`config.mk`:
```
export PLATFORM = sky130hd
export DESIGN_NAME = tx_arbiter
export DESIGN_NICKNAME = d
export VERILOG_FILES = /design/src/rtl/tx_arbiter.sv
export SDC_FILE = /design/constraint.sdc
export NUM_CORES = 1
export LEC_CHECK = 0
export CORE_AREA = 3 3 82 84
export DETAILED_ROUTE_END_ITERATION = 10
export DIE_AREA = 0 0 85 87
export GPL_TIMING_DRIVEN = 0
export PLACE_DENSITY = 0.85
export RECOVER_POWER = 100
export SETUP_SLACK_MARGIN = 0.3
export SLEW_MARGIN = 20
export SYNTH_ARGS = -nofsm -noshare
export SYNTH_HDL_FRONTEND = slang
export SYNTH_SLANG_ARGS = --single-unit
export TNS_END_PERCENT = 50
```
`constraint.sdc`:
```
create_clock -name clk -period 1.69 [get_ports clk]
set_input_delay 0.507 -clock clk [delete_from_list [all_inputs] [get_ports clk]]
set_output_delay 0.507 -clock clk [all_outputs]
set_load 0.01 [all_outputs]
```
`src/rtl/tx_arbiter.sv`:
```
`default_nettype none
// ============================================================================
// Module   : tx_arbiter
// Purpose  : Round-robin arbiter that drains four class FIFOs into a single
//            downstream FIFO. It keeps a per-port word counter that can be
//            read back while the arbiter is idle.
//
// Ports
//   clk             : single clock, rising edge
//   reset           : synchronous, active-low reset (0 = reset)
//   init            : level request to (re)initialise counters and pointer
//   emptyP0..3      : empty flags of the four class FIFOs
//   dataP0..3       : class FIFO read data, valid one cycle after its pop
//   popP0..3        : read strobes to the class FIFOs (combinational)
//   almost_full_out : downstream pause flag (two entries reserved downstream)
//   pushOut         : write strobe to the downstream FIFO
//   dataOut         : forwarded word, qualified by pushOut, held otherwise
//   req / idx       : counter read request and port select
//   counterOut      : selected counter value (0 when counterValid = 0)
//   counterValid    : qualifies counterOut, one cycle after an idle request
//   idle            : high while the FSM sits in IDLE
//
// Revision : 1.0 - initial release
// ============================================================================
module tx_arbiter #(
    parameter int DATA_W = 12,
    parameter int CNT_W  = 5
) (
    input  logic              clk,
    input  logic              reset,
    input  logic              init,
    input  logic              emptyP0,
    input  logic              emptyP1,
    input  logic              emptyP2,
    input  logic              emptyP3,
    input  logic [DATA_W-1:0] dataP0,
    input  logic [DATA_W-1:0] dataP1,
    input  logic [DATA_W-1:0] dataP2,
    input  logic [DATA_W-1:0] dataP3,
    output logic              popP0,
    output logic              popP1,
    output logic              popP2,
    output logic              popP3,
    input  logic              almost_full_out,
    output logic              pushOut,
    output logic [DATA_W-1:0] dataOut,
    input  logic              req,
    input  logic [1:0]        idx,
    output logic [CNT_W-1:0]  counterOut,
    output logic              counterValid,
    output logic              idle
);

    // ------------------------------------------------------------------
    // State encoding
    // ------------------------------------------------------------------
    localparam logic [1:0] S_RESET  = 2'd0;
    localparam logic [1:0] S_INIT   = 2'd1;
    localparam logic [1:0] S_IDLE   = 2'd2;
    localparam logic [1:0] S_ACTIVE = 2'd3;

    logic [1:0]        r_state;
    logic [1:0]        w_next_state;

    // Packed views of the per-port inputs/outputs
    logic [3:0]        w_empty;
    logic [DATA_W-1:0] w_data [4];
    logic [3:0]        w_pop;

    // Round-robin pointer: the port that was granted last
    logic [1:0]        r_ptr;

    // Pop selection
    logic              w_any_ready;
    logic              w_pop_any;
    logic [1:0]        w_pop_port;
    logic [1:0]        w_cand;

    // Counter clear: asserted for the init request itself and while in INIT
    logic              w_clear;

    // Stage 1: pop issued last cycle, FIFO data is on dataPk this cycle
    logic              r_s1_valid;
    logic              r_s1_cnt;
    logic [1:0]        r_s1_port;

    // Output stage: registered word presented to the downstream FIFO
    logic              r_push;
    logic              r_out_cnt;
    logic [1:0]        r_out_port;
    logic [DATA_W-1:0] r_dout;

    // Per-port word counters and the counter read port
    logic [CNT_W-1:0]  r_count [4];
    logic              r_cv;
    logic [CNT_W-1:0]  r_cout;
    logic              w_read_ok;

    assign w_empty     = {emptyP3, emptyP2, emptyP1, emptyP0};
    assign w_data[0]   = dataP0;
    assign w_data[1]   = dataP1;
    assign w_data[2]   = dataP2;
    assign w_data[3]   = dataP3;
    assign w_any_ready = ~&w_empty;
    assign w_clear     = init | (r_state == S_INIT);
    assign w_read_ok   = req & (r_state == S_IDLE);

    // ------------------------------------------------------------------
    // FSM process 1: state register
    // ------------------------------------------------------------------
    always_ff @(posedge clk) begin
        if (!reset) begin
            r_state <= S_RESET;
        end else begin
            r_state <= w_next_state;
        end
    end

    // ------------------------------------------------------------------
    // FSM process 2: next-state logic. init overrides every state.
    // ------------------------------------------------------------------
    always_comb begin
        w_next_state = r_state;
        if (init) begin
            w_next_state = S_INIT;
        end else begin
            case (r_state)
                S_RESET:  w_next_state = S_INIT;
                S_INIT:   w_next_state = S_IDLE;
                S_IDLE: begin
                    if (w_any_ready && !almost_full_out) begin
                        w_next_state = S_ACTIVE;
                    end
                end
                S_ACTIVE: begin
                    if (!w_any_ready || almost_full_out) begin
                        w_next_state = S_IDLE;
                    end
                end
                default:  w_next_state = S_RESET;
            endcase
        end
    end

    // ------------------------------------------------------------------
    // FSM process 3: outputs. The pop is combinational on the current
    // flags so that a rising almost_full_out or init stops popping in the
    // very same cycle; the two words already in the pipeline fit into the
    // entries the downstream threshold keeps in reserve.
    // ------------------------------------------------------------------
    always_comb begin
        w_pop      = 4'b0000;
        w_pop_any  = 1'b0;
        w_pop_port = r_ptr;
        w_cand     = r_ptr;
        idle       = (r_state == S_IDLE);
        if ((r_state == S_ACTIVE) && reset && !init && !almost_full_out) begin
            // Search starts one past the last grant and ends on the last
            // grant itself, so a lone busy port is served every cycle.
            for (int i = 1; i <= 4; i++) begin
                w_cand = r_ptr + 2'(i);
                if (!w_pop_any && !w_empty[w_cand]) begin
                    w_pop_any  = 1'b1;
                    w_pop_port = w_cand;
                end
            end
            if (w_pop_any) begin
                w_pop[w_pop_port] = 1'b1;
            end
        end
    end

    assign popP0 = w_pop[0];
    assign popP1 = w_pop[1];
    assign popP2 = w_pop[2];
    assign popP3 = w_pop[3];

    // ------------------------------------------------------------------
    // Round-robin pointer
    // ------------------------------------------------------------------
    always_ff @(posedge clk) begin
        if (!reset) begin
            r_ptr <= 2'd0;
        end else if (w_clear) begin
            r_ptr <= 2'd0;
        end else if (w_pop_any) begin
            r_ptr <= w_pop_port;
        end
    end

    // ------------------------------------------------------------------
    // Data pipeline: pop in N, FIFO data in N+1, registered push in N+2.
    // The *_cnt flags travel with each word and are dropped by init, so
    // words already in flight when init arrives are still forwarded but
    // never counted against the freshly cleared counters.
    // ------------------------------------------------------------------
    always_ff @(posedge clk) begin
        if (!reset) begin
            r_s1_valid <= 1'b0;
            r_s1_cnt   <= 1'b0;
            r_s1_port  <= 2'd0;
            r_push     <= 1'b0;
            r_out_cnt  <= 1'b0;
            r_out_port <= 2'd0;
            r_dout     <= '0;
        end else begin
            r_s1_valid <= w_pop_any;
            r_s1_cnt   <= w_pop_any;
            r_s1_port  <= w_pop_port;
            r_push     <= r_s1_valid;
            r_out_cnt  <= r_s1_valid & r_s1_cnt & ~init;
            if (r_s1_valid) begin
                r_dout     <= w_data[r_s1_port];
                r_out_port <= r_s1_port;
            end
        end
    end

    assign pushOut = r_push;
    assign dataOut = r_dout;

    // ------------------------------------------------------------------
    // Per-port counters: bumped at the end of each counted push cycle,
    // wrapping naturally at 2^CNT_W. Clearing wins over incrementing.
    // ------------------------------------------------------------------
    always_ff @(posedge clk) begin
        for (int k = 0; k < 4; k++) begin
            if (!reset) begin
                r_count[k] <= '0;
            end else if (w_clear) begin
                r_count[k] <= '0;
            end else if (r_push && r_out_cnt && (r_out_port == 2'(k))) begin
                r_count[k] <= r_count[k] + CNT_W'(1);
            end
        end
    end

    // ------------------------------------------------------------------
    // Counter read port: samples the counter value before any increment
    // landing on the same edge; an invalid read returns zero.
    // ------------------------------------------------------------------
    always_ff @(posedge clk) begin
        if (!reset) begin
            r_cv   <= 1'b0;
            r_cout <= '0;
        end else begin
            r_cv   <= w_read_ok;
            r_cout <= w_read_ok ? r_count[idx] : '0;
        end
    end

    assign counterValid = r_cv;
    assign counterOut   = r_cout;

endmodule
`default_nettype wire

```
Yosys cells after proc, flatten, opt, wreduce, memory -nomap -nowiden
Memories as Yosys holds them, arrays and structs flattened. A register that Yosys moved wholly into a read port is not among the register bits.
Cells that the tools add are included.
- bits in writable memories: 20
- flip-flop bits (word level): 24
- logic and storage cells: 143
- memories: 1
- eq/ne operators: 10
- $lt $le $gt $ge: 7
- muxes and demuxes: 62
- bitwise logic cells: 14
- reductions and logical operators: 32
- add/sub/neg operators: 7
- memory list (memory ; depth ; bits a word ; read ports ; clocked after memory_dff ; wr ports ; RTL line ; source):
    r_count ; 4 ; 5 ; 5 ; 1 ; 4 ; 94 ; logic [CNT_W-1:0] r_count [4];
- operator list (kind ; number):
    5-bit 2-to-1 mux ; 8
    1-bit 2-to-1 mux ; 35
    12-bit binary-select mux with 2-bit select ; 1
    12-bit 2-to-1 mux ; 2
    5-bit by 1-bit adder with 5-bit output, second input constant ; 4
    2-bit 2-to-1 mux ; 8
    2-bit by 3-bit less-than comparator with 1-bit output, second input constant ; 5
    1-bit logical AND ; 13
    1-bit logical NOT ; 10
    1-bit bitwise OR ; 9
    1-bit binary-select mux with 2-bit select ; 4
    2-bit == test, second input constant ; 4
    4-bit 2-to-1 mux ; 2
    2-bit one-hot mux with 4 select lines ; 1
    2-bit AND reduction ; 3
    2-bit adder, second input constant ; 2
    2-bit by 1-bit == test with 1-bit output, second input constant ; 2
    2-bit logical NOT ; 2
    4-bit AND reduction ; 1
    2-bit OR reduction ; 2
    3-bit >= comparator, second input constant ; 1
    3-bit by 2-bit inequality test with 1-bit output, second input constant ; 1
    3-bit inequality test, second input constant ; 1
    2-bit inverter with 3-bit output ; 1
    other kinds (8) ; 10

Logic depth before layout (Yosys ltp)
Gate-level depths: netlist of run 1.
- depth after elaboration: 23
- depth in mapped cells: 6
- depth with buffers taken out: 4

Worst setup path after synthesis of run 1
OpenSTA, ideal clock, no wires.
- path type: input to output
- start: input port emptyP2
- end: output port popP2
- cell stages on the path: 5
- setup slack: -0.108 ns
- buffers on the path: 1
- arrival: 1.291 ns
- required time: 1.183 ns
- cell sequence: and4_1 -> and4b_1 -> buf_2 -> nand2b_1 -> nor2_1
- longest elaborated chain between the ends: 22
- RTL lines (element ; RTL line ; source):
    start: declaration ; 34 ; input logic emptyP2,
    1-bit binary-select mux with 2-bit select ; 162 ; if (!w_pop_any && !w_empty[w_cand]) begin
    1-bit 2-to-1 mux (not written as such) ; 162 ;
    1-bit 2-to-1 mux ; 162 ;
    1-bit 2-to-1 mux ; 157 ; if ((r_state == S_ACTIVE) && reset && !init && !almost_full_out) begin
    1-bit logical NOT ; 162 ;
    1-bit logical AND ; 162 ;
    1-bit 2-to-1 mux ; 162 ;
    1-bit 2-to-1 mux ; 157 ;
    [... 6 more ...] ; -- ;
    2-bit 2-to-1 mux ; 162 ;
    2-bit 2-to-1 mux ; 157 ;
    2-bit by 3-bit less-than comparator with 1-bit output (not written as such) or 2-bit by 1-bit >= comparator with 1-bit output (tied branches) ; 168 ; w_pop[w_pop_port] = 1'b1;
    1-bit logical AND (not written as such) ; 168 ;
    1-bit 2-to-1 mux (not written as such) ; 168 ;
    1-bit demux with 2-bit select ; 168 ;
    4-bit 2-to-1 mux (*) ; 167 ; if (w_pop_any) begin
    4-bit 2-to-1 mux (*) ; 157 ;
    end: declaration ; 42 ; output logic popP2,
Mark *: on every way between the ends. The rest lies on a longest branch, timed or not. The select of a mux whose other input is x is not followed.

Worst setup path in the final report of run 1
Same ends and word-level chain as after synthesis.

==> results of run 1 <==
[repair_timing]
item                                    in CTS  in global routing
endpoints found under the setup margin      90                 70
buffers inserted                            10                  5
endpoints found under the hold margin        0                  0
pin swaps                                    7                  1
gates cloned                                 1                  0
gates resized for setup                    130                 40
hold buffers                                 0                  0
[placed cells by master, fill, tap and decap left out, drive strengths merged]
cell type      Yosys  routed
o2bb2ai            1       1
and2               1       1
clkbuf             2      25
a2bb2oi            1       1
and3               4       4
and4               1       1
o31a               1       1
nand3             13      13
nand3b             1       1
dlymetal6s2s       0       6
nor2b             22      22
clkdlybuf4s25      0       7
o21bai             1       1
clkinv             0       1
a21oi              3       3
o22ai              2       2
nand2b             4       4
dlygate4sd2        0       5
o21ai              7       7
and4b              1       1
xor2               8       8
ha                 4       4
a21boi             1       1
nand2             11      11
buf                8      29
bufinv             0       1
dfxtp             29      29
nor2              30      30
xnor2              4       4
nor3               1       1
a211o              1       1
clkdlybuf4s50      0      39
edfxtp            20      20
inv                6       6
nand4              1       1
clkdlybuf4s15      0       2
mux4              15      15
mux2i             18      18
[worst max-delay path: cells and delay by family]
| kind | cells | cell delay [ns] |
|---|---|---|
| buffers and inverters | 3 | 0.33 |
| and+or+nand+nor | 4 | 0.61 |
[area by class of cell]
type                            instances  area share
Timing Repair Buffer                   97       0.238
Tap cell                               75      0.0256
Multi-Input combinational cell        157       0.356
Clock buffer                            6      0.0198
Sequential cell                        49       0.325
Inverter                                6     0.00750
Buffer                                 10      0.0184
Clock inverter                          2     0.00954
[metrics by stage]
step	util	cell area [sq um]	instances	hold slack [ns]	power (W)
after detailed placement	0.582	3490	378	0.499	0.00159
after global placement	0.582	3490	378	0.490	0.00158
after global routing	0.613	3670	402	0.537	0.00248
after floorplan	-	2580	222	0.466	0.00142
final	0.613	3670	402	0.507	0.00239
after CTS	0.621	3720	397	0.528	0.00240
[sequential cells by signal, summed over array words and instances (netlist names)]
| name | cells |
|---|---|
| r_count | 20 |
| r_s1_cnt | 1 |
| pushOut | 1 |
| dataOut | 12 |
| counterOut | 5 |
| r_state | 2 |
| r_out_port | 2 |
| r_s1_port | 2 |
| r_out_cnt | 1 |
| counterValid | 1 |
| r_ptr | 2 |
[layer usage]
metal	wire length, microns	up-vias
li1	-	1001
met1	2550	944
met2	2990	74
met3	453	13
met4	127	0
met5	0	-
[power by group through the flow]
| stage | Clock [W] | Combinational (W) | Sequential (W) |
|---|---|---|---|
| floorplan | 0 | 0.000114 | 0.00130 |
| global placement | 0 | 0.000272 | 0.00131 |
| detailed placement | 0 | 0.000278 | 0.00131 |
| CTS | 0.000822 | 0.000297 | 0.00129 |
| global route | 0.000877 | 0.000311 | 0.00129 |
| finish | 0.000816 | 0.000290 | 0.00129 |
[worst paths after layout]
check	cells past startpoint	slack, ns	end	from
min reg2reg	2	0.51	r_s1_port[1]$_SDFF_PN0_	r_ptr[1]$_SDFFE_PP0P_
max reg2reg	5	0.05	dataOut[5]$_SDFFE_PN0P_	r_s1_port[0]$_SDFF_PN0_
max	7	-0.27	popP2	emptyP2
min	2	0.51	r_s1_port[1]$_SDFF_PN0_	r_ptr[1]$_SDFFE_PP0P_
[cells by family (layout without fill, tap and decap cells)]
kind of cell	after synthesis	in the layout	synth area share
mux	33	33	0.212
flops	49	49	0.467
compound gates	18	18	0.0445
fa+ha+maj	4	4	0.0198
buf+inv	16	121	0.0371
xor+xnor	12	12	0.0415
simple gates	90	90	0.178
==> insert_results.sql, run 1 <==
INSERT INTO impl_metrics (metric_group, metric, value, unit) VALUES
('critical_path', 'endpoint_kind', 'primary output', ''),
('floorplanning', 'initial_utilization', '0.422', ''),
('cts', 'clock_sink_count', '49', ''),
('final_layout', 'fill_cells', '497', ''),
('logic_synthesis', 'synthesis.area', '2530', 'sq um'),
('run_status', 'failed_checks', 'setup timing', ''),
('critical_path', 'crit_path_max_incr_delay', '0.26', 'ns'),
('route', 'post-route-drc-count', '0', ''),
('global_route', 'global_route.usage.met3', '0.0454', ''),
('logic_synthesis', 'synth.distinct_cells', '35', ''),
('sta', 'finalCritPeriodShare', '1.16', ''),
('cts', 'clock_tree_from_tritoncts', 'built', ''),
('sta', 'grt_setup_unrepaired', 'yes', ''),
('logic_synthesis', 'synth_warnings', '0', ''),
('global_route', 'grt_use_met2', '0.293', ''),
('pwr', 'power_switching_share', '0.210', ''),
('flow_run', 'max_cap_violations', '0', ''),
('pwr', 'power_density', '651', 'nW/um^2'),
('critical_path', 'worstPathMaxFanout', '4', ''),
('global_route', 'grt_max_degree', '16', ''),
('route', 'routedWlPerCell', '15.2', 'microns'),
('logic_synthesis', 'yosysTopAreaCell', 'edfxtp_1', ''),
('critical_path', 'critical_path.cell_chain', 'buf_6 > and4_1 > and4b_1 > buf_6 > nand2b_4 > nor2_4 > buf_6', ''),
('placement', 'gp_congestion', '0.771', ''),
('logic_synthesis', 'async_flop_share', '0', ''),
('global_route', 'grt_use_total', '0.168', ''),
('pwr', 'register_share_of_total_power', '0.537', ''),
('final_layout', 'layout.area.seq', '1190', 'sq um'),
('pwr', 'p_leak', '1.38', 'nW'),
('final_layout', 'layout-area-overhead-vs-synth', '45.2', '%'),
('sta', 'final_setup_tns', '-1.01', 'ns'),
('logic_synthesis', 'synth.avg_cell_area', '11.4', 'sq um'),
('sta', 'max_freq', '511', 'MHz'),
('logic_synthesis', 'synth_flop_cell', 'dfxtp_1', ''),
('placement', 'dp_worst_setup_slack', '-1.15', 'ns'),
('run_status', 'status', 'finished with violations', ''),
('floorplanning', 'die_span_x', '85', 'microns'),
('logic_synthesis', 'synth-edff-count', '20', ''),
('floorplanning', 'io-pin-count', '83', ''),
('final_layout', 'multiInputGateArea', '1310', 'sq um'),
('final_layout', 'num_antenna_cells', '0', ''),
('cts', 'worst_setup_hold_path_clk_slew', '0.08', 'ns'),
('logic_synthesis', 'synth_cells', '222', ''),
('floorplanning', 'core.rowCount', '28', ''),
('pwr', 'ir_worst_vdd', '0.346', 'mV'),
('critical_path', 'worst_path_most_repeated_cell', 'buf_6', ''),
('sta', 'report.final.slew_viol_count', '0', ''),
('pwr', 'power.internal', '0.00189', 'W'),
('logic_synthesis', 'commonest_cells_in_the_synthesized_netlist', 'nor2_1, dfxtp_1, nor2b_1, edfxtp_1, mux2i_1', ''),
('logic_synthesis', 'post-synth-top-count-cell', 'nor2_1', ''),
('logic_synthesis', 'yosys-top-cells-area', 'edfxtp_1, dfxtp_1, mux4_2, mux2i_1, nor2b_1', ''),
('critical_path', 'timing.critical_path.slowest_stage_cell', 'and4b_1', ''),
('pwr', 'total_switching_power', '0.000503', 'W'),
('floorplanning', 'fp.dieArea', '7400', 'sq um'),
('cts', 'insertion_delay', '0.30', 'ns'),
('route', 'drtAntennaViolNets', '0', ''),
('sta', 'post-route-worst-setup-slack', '-0.266', 'ns'),
('critical_path', 'worstPathArrival', '1.45', 'ns'),
('sta', 'final.min_clock_period', '1.96', 'ns'),
('cts', 'root_buffer', 'clkbuf_8', ''),
('sta', 'skew', '0.00551', 'ns'),
('route', 'route.vias.total', '2032', ''),
('logic_synthesis', 'ys_ff_latch', '49', ''),
('sta', 'finalSetupViolCount', '4', ''),
('global_route', 'routing_usage_on_met1', '0.196', ''),
('placement', 'buffer_ports.inserted', '81', ''),
('cts', 'cts_buffer_count', '5', ''),
('route', 'pre_antenna_drt_iters', '4', ''),
('critical_path', 'cp.required', '1.18', 'ns'),
('logic_synthesis', 'seq_area_frac_synth', '0.467', ''),
('sta', 'slew-limit-headroom', '0.616', '');
(Power assumes the default switching activity.)
==> run 2: changes to the inputs <==
--- a/config.mk
+++ b/config.mk
@@ -12,6 +12,7 @@
 export PLACE_DENSITY = 0.85
 export RECOVER_POWER = 100
 export SETUP_SLACK_MARGIN = 0.3
+export SKIP_CTS_REPAIR_TIMING = 1
 export SLEW_MARGIN = 20
 export SYNTH_ARGS = -nofsm -noshare
 export SYNTH_HDL_FRONTEND = slang
==> run 2 against run 1 <==
- the flow still finishes with violations (setup timing)
- clock skew decreased by 0.0011 ns
- combinational power about the same
- via count decreased by 0.74%
- global-route usage decreased by 0.92 points
- sequential power about the same
- clock power about the same
- cell count decreased by 1.5%
- largest power group unchanged
==> insert_results.sql, run 2 (synthesized netlist as in run 1, its figures left out) <==
INSERT INTO impl_metrics (metric_group, metric, value, unit) VALUES
('global_route', 'grt_first_pass_wirelength', '9260', 'microns'),
('route', 'routedWlPerCell', '15.7', 'microns'),
('route', 'route.vias.total', '2017', ''),
('floorplanning', 'die_span_x', '85', 'microns'),
('final_layout', 'layout-area-overhead-vs-synth', '51.8', '%'),
('sta', 'post-route-worst-setup-slack', '-0.297', 'ns'),
('critical_path', 'critical_path.cell_chain', 'buf_8 > and4_1 > and4b_1 > buf_6 > nand2b_4 > nor2_4 > buf_6', ''),
('critical_path', 'endpoint_kind', 'primary output', ''),
('sta', 'transition_time_of_the_tightest_slew_check_pin', '0.579', 'ns'),
('route', 'via_per_inst', '5.09', ''),
('final_layout', 'finish.cell_count_without_fillers', '396', ''),
('sta', 'hold_violations', '0', ''),
('floorplanning', 'initial_utilization', '0.422', ''),
('route', 'pre_antenna_drt_iters', '4', ''),
('placement', 'dpl.hpwl', '4570', 'microns'),
('critical_path', 'crit_path_max_incr_delay', '0.26', 'ns'),
('pwr', 'p_leak', '1.87', 'nW'),
('run_status', 'failed_checks', 'setup timing', ''),
('pwr', 'pwr-share-comb', '0.121', ''),
('cts', 'clock_sink_count', '49', ''),
('final_layout', 'registers.top_by_ff_count', 'r_count', ''),
('cts', 'clock_tree_from_tritoncts', 'built', ''),
('critical_path', 'worst-path-buf-inv', '3', ''),
('route', 'detailedRoute.firstIterationViolations', '67', ''),
('sta', 'finalSetupViolCount', '4', ''),
('pwr', 'power_density', '622', 'nW/um^2'),
('final_layout', 'ratio_of_cells_with_drive_above_1_in_the_final_layout', '0.227', ''),
('route', 'post-route-drc-count', '0', ''),
('cts', 'ctsLongestPathBuffers', '2', ''),
('route', 'drtAntennaViolNets', '0', ''),
('final_layout', 'postLayoutCellArea', '3840', 'sq um'),
('critical_path', 'worstPathArrival', '1.48', 'ns'),
('critical_path', 'worst_path_most_repeated_cell', 'buf_6', ''),
('global_route', 'grt_antenna_before_repair', '0', ''),
('placement', 'buffer_ports.inserted', '81', ''),
('pwr', 'clock_power_share', '0.340', ''),
('flow_run', 'max_cap_violations', '0', ''),
('sta', 'report.final.slew_viol_count', '0', ''),
('sta', 'slew-limit-headroom', '0.614', ''),
('final_layout', 'num_antenna_cells', '0', ''),
('floorplanning', 'core_area', '5990', 'sq um'),
('global_route', 'grt_max_degree', '16', ''),
('cts', 'insertion_delay', '0.30', 'ns'),
('pwr', 'p_total', '0.00239', 'W'),
('pwr', 'ir_worst_vdd', '0.347', 'mV'),
('critical_path', 'cp.required', '1.18', 'ns'),
('floorplanning', 'io-pin-count', '83', ''),
('route', 'wirelength', '6210', 'microns'),
('final_layout', 'number_of_flip_flops_in_the_largest_register', '20', ''),
('placement', 'post_dp_cell_area', '3490', 'sq um'),
('pwr', 'power.internal', '0.00189', 'W'),
('final_layout', 'most-common-layout-cells', 'dlymetal6s2s_1, clkdlybuf4s50_1, nor2_1', ''),
('final_layout', 'layout_commonest_cell', 'dlymetal6s2s_1', ''),
('cts', 'htreeDepth', '2', ''),
('sta', 'max_freq', '503', 'MHz'),
('cts', 'cts_buffer_count', '5', ''),
('placement', 'numPlacedInstances', '378', ''),
('final_layout', 'nNetsFinal', '383', ''),
('floorplanning', 'fp.dieArea', '7400', 'sq um'),
('cts', 'worst_setup_hold_path_clk_slew', '0.08', 'ns'),
('pwr', 'power_switching_share', '0.209', ''),
('floorplanning', 'core.rowCount', '28', ''),
('cts', 'root_buffer', 'clkbuf_8', ''),
('pwr', 'register_share_of_total_power', '0.538', ''),
('min_path', 'min_path_type', 'primary input to flop', ''),
('critical_path', 'worstPathMaxFanout', '4', ''),
('critical_path', 'timing.critical_path.max_delay_family', 'simple AND/OR/NAND/NOR gates', ''),
('sta', 'grt_setup_unrepaired', 'yes', ''),
('global_route', 'grt_use_total', '0.158', ''),
('sta', 'skew', '0.00444', 'ns'),
('placement', 'gp_congestion', '0.771', ''),
('global_route', 'grt_pass1_vias', '2007', ''),
('run_status', 'status', 'finished with violations', ''),
('critical_path', 'cp-start-kind', 'primary input', ''),
('sta', 'finalCritPeriodShare', '1.18', ''),
('pwr', 'total_switching_power', '0.000500', 'W'),
('sta', 'final.min_clock_period', '1.99', 'ns'),
('critical_path', 'timing.setup.critical_path_class', 'primary input to primary output', ''),
('global_route', 'global_route.overflow_total', '0', ''),
('critical_path', 'timing.critical_path.slowest_stage_cell', 'and4b_1', ''),
('floorplanning', 'die_h', '87', 'microns');
[run 2: changes by cell type in the layout (fill, tap and decap cells not counted), sizes merged]
cell           previous run  this run
clkdlybuf4s15             2         0
buf                      29        25
clkdlybuf4s25             7         0
dlymetal6s2s              6        40
dlygate4sd2               5         0
clkbuf                   25        12
clkdlybuf4s50            39        30
[run 2: cell type report]
type	instances	area (sq um)
plain buffers	10	87.6
clock buffers	6	72.6
clock inverters	2	35.0
fillers	457	2150
inverters	6	25.0
multi-input cells	157	1330
flip-flops and latches	49	1190
well taps	75	93.8
repair buffers	91	1010
[run 2: final timing paths]
| path | slack, ns | cells past startpoint | end | start |
|---|---|---|---|---|
| worst min-delay path | 0.48 | 2 | r_out_cnt$_SDFF_PN0_ | init |
| worst max register to register | 0.04 | 4 | dataOut[9]$_SDFFE_PN0P_ | r_s1_port[1]$_SDFF_PN0_ |
| worst max-delay path | -0.30 | 7 | popP3 | emptyP2 |
| worst min register to register | 0.52 | 2 | dataOut[10]$_SDFFE_PN0P_ | dataOut[10]$_SDFFE_PN0P_ |
[run 2: layer usage]
layer  vias to the layer above  GRT usage  routed length, microns
met2                        72      0.278                    3110
met4                         0     0.0590                     106
met3                         8     0.0388                     436
met5                         -          0                       0
met1                       951      0.188                    2560
li1                        986          -                       -
[run 2: power groups by stage]
stage	registers, W	logic [W]	clock network [W]
floorplan	0.00130	0.000114	0
global placement	0.00131	0.000272	0
detailed placement	0.00131	0.000278	0
CTS	0.00128	0.000280	0.000822
global route	0.00129	0.000312	0.000877
finish	0.00129	0.000290	0.000813
[run 2: through the flow]
step | setup TNS (ns) | setup slack [ns] | hold WS [ns] | util
3_3_place_gp | -21.38 | -1.13 | 0.490 | 0.582
4_1_cts | -7.53 | -1.16 | 0.521 | 0.600
6_report | -1.16 | -0.297 | 0.483 | 0.641
3_5_place_dp | -22.42 | -1.15 | 0.499 | 0.582
2_1_floorplan | -0.264 | -0.0801 | 0.466 | -
5_1_grt | -1.75 | -0.376 | 0.504 | 0.641
[run 2: worst reg2reg max path: stages, from the launching register on]
cell	delay [ns]
dfxtp_1	0.42
clkbuf_1	0.48
mux4_2	0.41
mux2i_1	0.18
nor2b_1	0.06
==> run 3: changes to the inputs <==
--- a/config.mk
+++ b/config.mk
@@ -9,6 +9,7 @@
 export DETAILED_ROUTE_END_ITERATION = 10
 export DIE_AREA = 0 0 85 87
 export GPL_TIMING_DRIVEN = 0
+export MAX_ROUTING_LAYER = met4
 export PLACE_DENSITY = 0.85
 export RECOVER_POWER = 100
 export SETUP_SLACK_MARGIN = 0.3
==> run 3 against run 2 <==
- the run still ends with setup timing left
- core utilization increased by 0.17 points
- critical path type unchanged
- largest power group unchanged
- cell count increased by 0.51%
- flip-flop and latch count unchanged
- sequential power about the same
- fmax about the same
- worst hold slack about the same
- largest cell class unchanged
- setup slack about the same
- highest routed layer unchanged
- critical path depth unchanged
- clock skew decreased by 0.0010 ns
- clock-buffer cell count unchanged
==> insert_results.sql, run 3 (synthesized netlist as in run 1, its figures left out) <==
INSERT INTO impl_metrics (metric_group, metric, value, unit) VALUES
('placement', 'buffer_ports.inserted', '81', ''),
('placement', 'gp_congestion', '0.781', ''),
('cts', 'cts_buffer_count', '5', ''),
('sta', 'grt_setup_unrepaired', 'yes', ''),
('final_layout', 'nNetsFinal', '384', ''),
('global_route', 'grt_first_pass_wirelength', '9270', 'microns'),
('floorplanning', 'initial_utilization', '0.422', ''),
('final_layout', 'most-common-layout-cells', 'dlymetal6s2s_1, clkdlybuf4s50_1, nor2_1', ''),
('sta', 'slew-limit-headroom', '0.622', ''),
('final_layout', 'finish.cell_count_without_fillers', '398', ''),
('cts', 'worst_setup_hold_path_clk_slew', '0.08', 'ns'),
('critical_path', 'cp.required', '1.18', 'ns'),
('cts', 'root_buffer', 'clkbuf_8', ''),
('final_layout', 'postLayoutCellArea', '3850', 'sq um'),
('global_route', 'grt_antenna_before_repair', '0', ''),
('critical_path', 'critical_path.cell_chain', 'buf_8 > and4_1 > and4b_1 > buf_6 > nand2b_4 > nor2_4 > buf_6', ''),
('run_status', 'status', 'finished with violations', ''),
('sta', 'report.final.slew_viol_count', '0', ''),
('sta', 'transition_time_of_the_tightest_slew_check_pin', '0.567', 'ns'),
('final_layout', 'number_of_flip_flops_in_the_largest_register', '20', ''),
('critical_path', 'critical_path.reg2reg.endpoint', 'dataOut[9]$_SDFFE_PN0P_', ''),
('sta', 'final.min_clock_period', '1.99', 'ns'),
('final_layout', 'layout-area-overhead-vs-synth', '52.2', '%'),
('final_layout', 'final_core_util', '0.643', ''),
('critical_path', 'r2r_setup_slack', '0.06', 'ns'),
('sta', 'post-route-worst-setup-slack', '-0.298', 'ns'),
('placement', 'numPlacedInstances', '378', ''),
('placement', 'post_dp_cell_area', '3490', 'sq um'),
('floorplanning', 'die_span_x', '85', 'microns'),
('critical_path', 'cp-start-kind', 'primary input', ''),
('cts', 'insertion_delay', '0.30', 'ns'),
('global_route', 'grt_max_degree', '16', ''),
('route', 'drtAntennaViolNets', '0', ''),
('pwr', 'ir_worst_vdd', '0.347', 'mV'),
('flow_run', 'max_cap_violations', '0', ''),
('critical_path', 'crit_path_max_incr_delay', '0.26', 'ns'),
('critical_path', 'reg2regPathDepth', '4', ''),
('floorplanning', 'core.rowCount', '28', ''),
('sta', 'max_freq', '503', 'MHz'),
('route', 'post-route-drc-count', '0', ''),
('route', 'detailedRoute.firstIterationViolations', '105', ''),
('cts', 'clock_tree_from_tritoncts', 'built', ''),
('min_path', 'min_path_type', 'primary input to flop', ''),
('critical_path', 'timing.critical_path.slowest_stage_cell', 'and4b_1', ''),
('final_layout', 'ratio_of_cells_with_drive_above_1_in_the_final_layout', '0.230', ''),
('min_path', 'holdPathStages', '2', ''),
('critical_path', 'worstReg2RegStart', 'r_s1_port[1]$_SDFF_PN0_', ''),
('critical_path', 'endpoint_kind', 'primary output', ''),
('critical_path', 'worstPathMaxFanout', '4', ''),
('run_status', 'failed_checks', 'setup timing', ''),
('final_layout', 'multiInputGateArea', '1330', 'sq um'),
('route', 'pre_antenna_drt_iters', '4', ''),
('critical_path', 'worst_path_most_repeated_cell', 'buf_6', ''),
('critical_path', 'timing.setup.critical_path_class', 'primary input to primary output', ''),
('floorplanning', 'io-pin-count', '83', ''),
('final_layout', 'layout_commonest_cell', 'dlymetal6s2s_1', ''),
('final_layout', 'layout.area.seq', '1190', 'sq um'),
('final_layout', 'registers.top_by_ff_count', 'r_count', ''),
('placement', 'dp_worst_setup_slack', '-1.15', 'ns'),
('route', 'via_per_inst', '5.05', ''),
('critical_path', 'worstPathArrival', '1.48', 'ns'),
('sta', 'fin_worst_hold_slack', '0.483', 'ns'),
('pwr', 'p_leak', '1.88', 'nW'),
('min_path', 'whs_endpoint', 'r_out_cnt$_SDFF_PN0_', ''),
('cts', 'htreeDepth', '2', ''),
('pwr', 'power_density', '621', 'nW/um^2'),
('route', 'route.vias.total', '2011', ''),
('route', 'routedWlPerCell', '15.6', 'microns'),
('sta', 'finalCritPeriodShare', '1.18', ''),
('global_route', 'grt_pass1_vias', '2005', ''),
('sta', 'skew', '0.00341', 'ns'),
('sta', 'finalSetupViolCount', '4', ''),
('cts', 'ctsLongestPathBuffers', '2', ''),
('final_layout', 'fill_cells', '454', ''),
('sta', 'hold_violations', '0', ''),
('route', 'wirelength', '6230', 'microns'),
('global_route', 'grt_use_total', '0.163', ''),
('cts', 'clock_sink_count', '49', ''),
('floorplanning', 'core_area', '5990', 'sq um'),
('placement', 'dpl.hpwl', '4570', 'microns'),
('min_path', 'hold_path.startpoint', 'init', ''),
('floorplanning', 'fp.dieArea', '7400', 'sq um'),
('global_route', 'global_route.overflow_total', '0', ''),
('floorplanning', 'die_h', '87', 'microns');
## run 3: cell count changes in the layout (fill, tap and decap cells not counted)
| cell | before | now |
|---|---|---|
| buf_4 | 9 | 10 |
| diode_2 | 0 | 1 |
## run 3: routing by layer
| layer | GRT usage | routed length (microns) | up-vias |
|---|---|---|---|
| met1 | 0.190 | 2590 | 941 |
| li1 | - | - | 990 |
| met3 | 0.0378 | 418 | 6 |
| met4 | 0.0590 | 74 | 0 |
| met2 | 0.278 | 3150 | 74 |
| met5 | - | 0 | - |
## run 3: per-stage QoR
step / power (W) / TNS [ns]
3_3_place_gp: 0.00158 / -21.38
3_5_place_dp: 0.00159 / -22.42
2_1_floorplan: 0.00142 / -0.264
4_1_cts: 0.00239 / -7.53
6_report: 0.00239 / -1.17
5_1_grt: 0.00248 / -1.75
## run 3: cell type report
cell class	count	share of cell area
Antenna cell	1	0.000650
Buffer	10	0.0227
Clock buffer	6	0.0188
Clock inverter	2	0.00910
Inverter	6	0.00650
Multi-Input combinational cell	157	0.345
Sequential cell	49	0.309
Tap cell	75	0.0244
Timing Repair Buffer	92	0.264
## run 3: worst max-delay path by stage
stage | from | end | slack, ns | cells after the start
floorplan | emptyP2 | popP0 | -0.08 | 5
global placement | emptyP3 | popP0 | -1.13 | 7
detailed placement | emptyP3 | popP2 | -1.15 | 7
CTS | emptyP3 | popP2 | -1.16 | 7
global route | r_ptr[0]$_SDFFE_PP0P_ | popP0 | -0.38 | 5
finish | emptyP2 | popP3 | -0.30 | 7
## run 3: critical path: cells and delay by family
family                 cells  cell delay [ns]
AND/OR/NAND/NOR            4             0.64
buffers and inverters      3             0.33
## run 3: power breakdown
part | internal, W | switching, W
combinational | 0.000195 | 0.0000973
sequential | 0.00126 | 0.0000298
clock | 0.000439 | 0.000373
total | 0.00189 | 0.000501
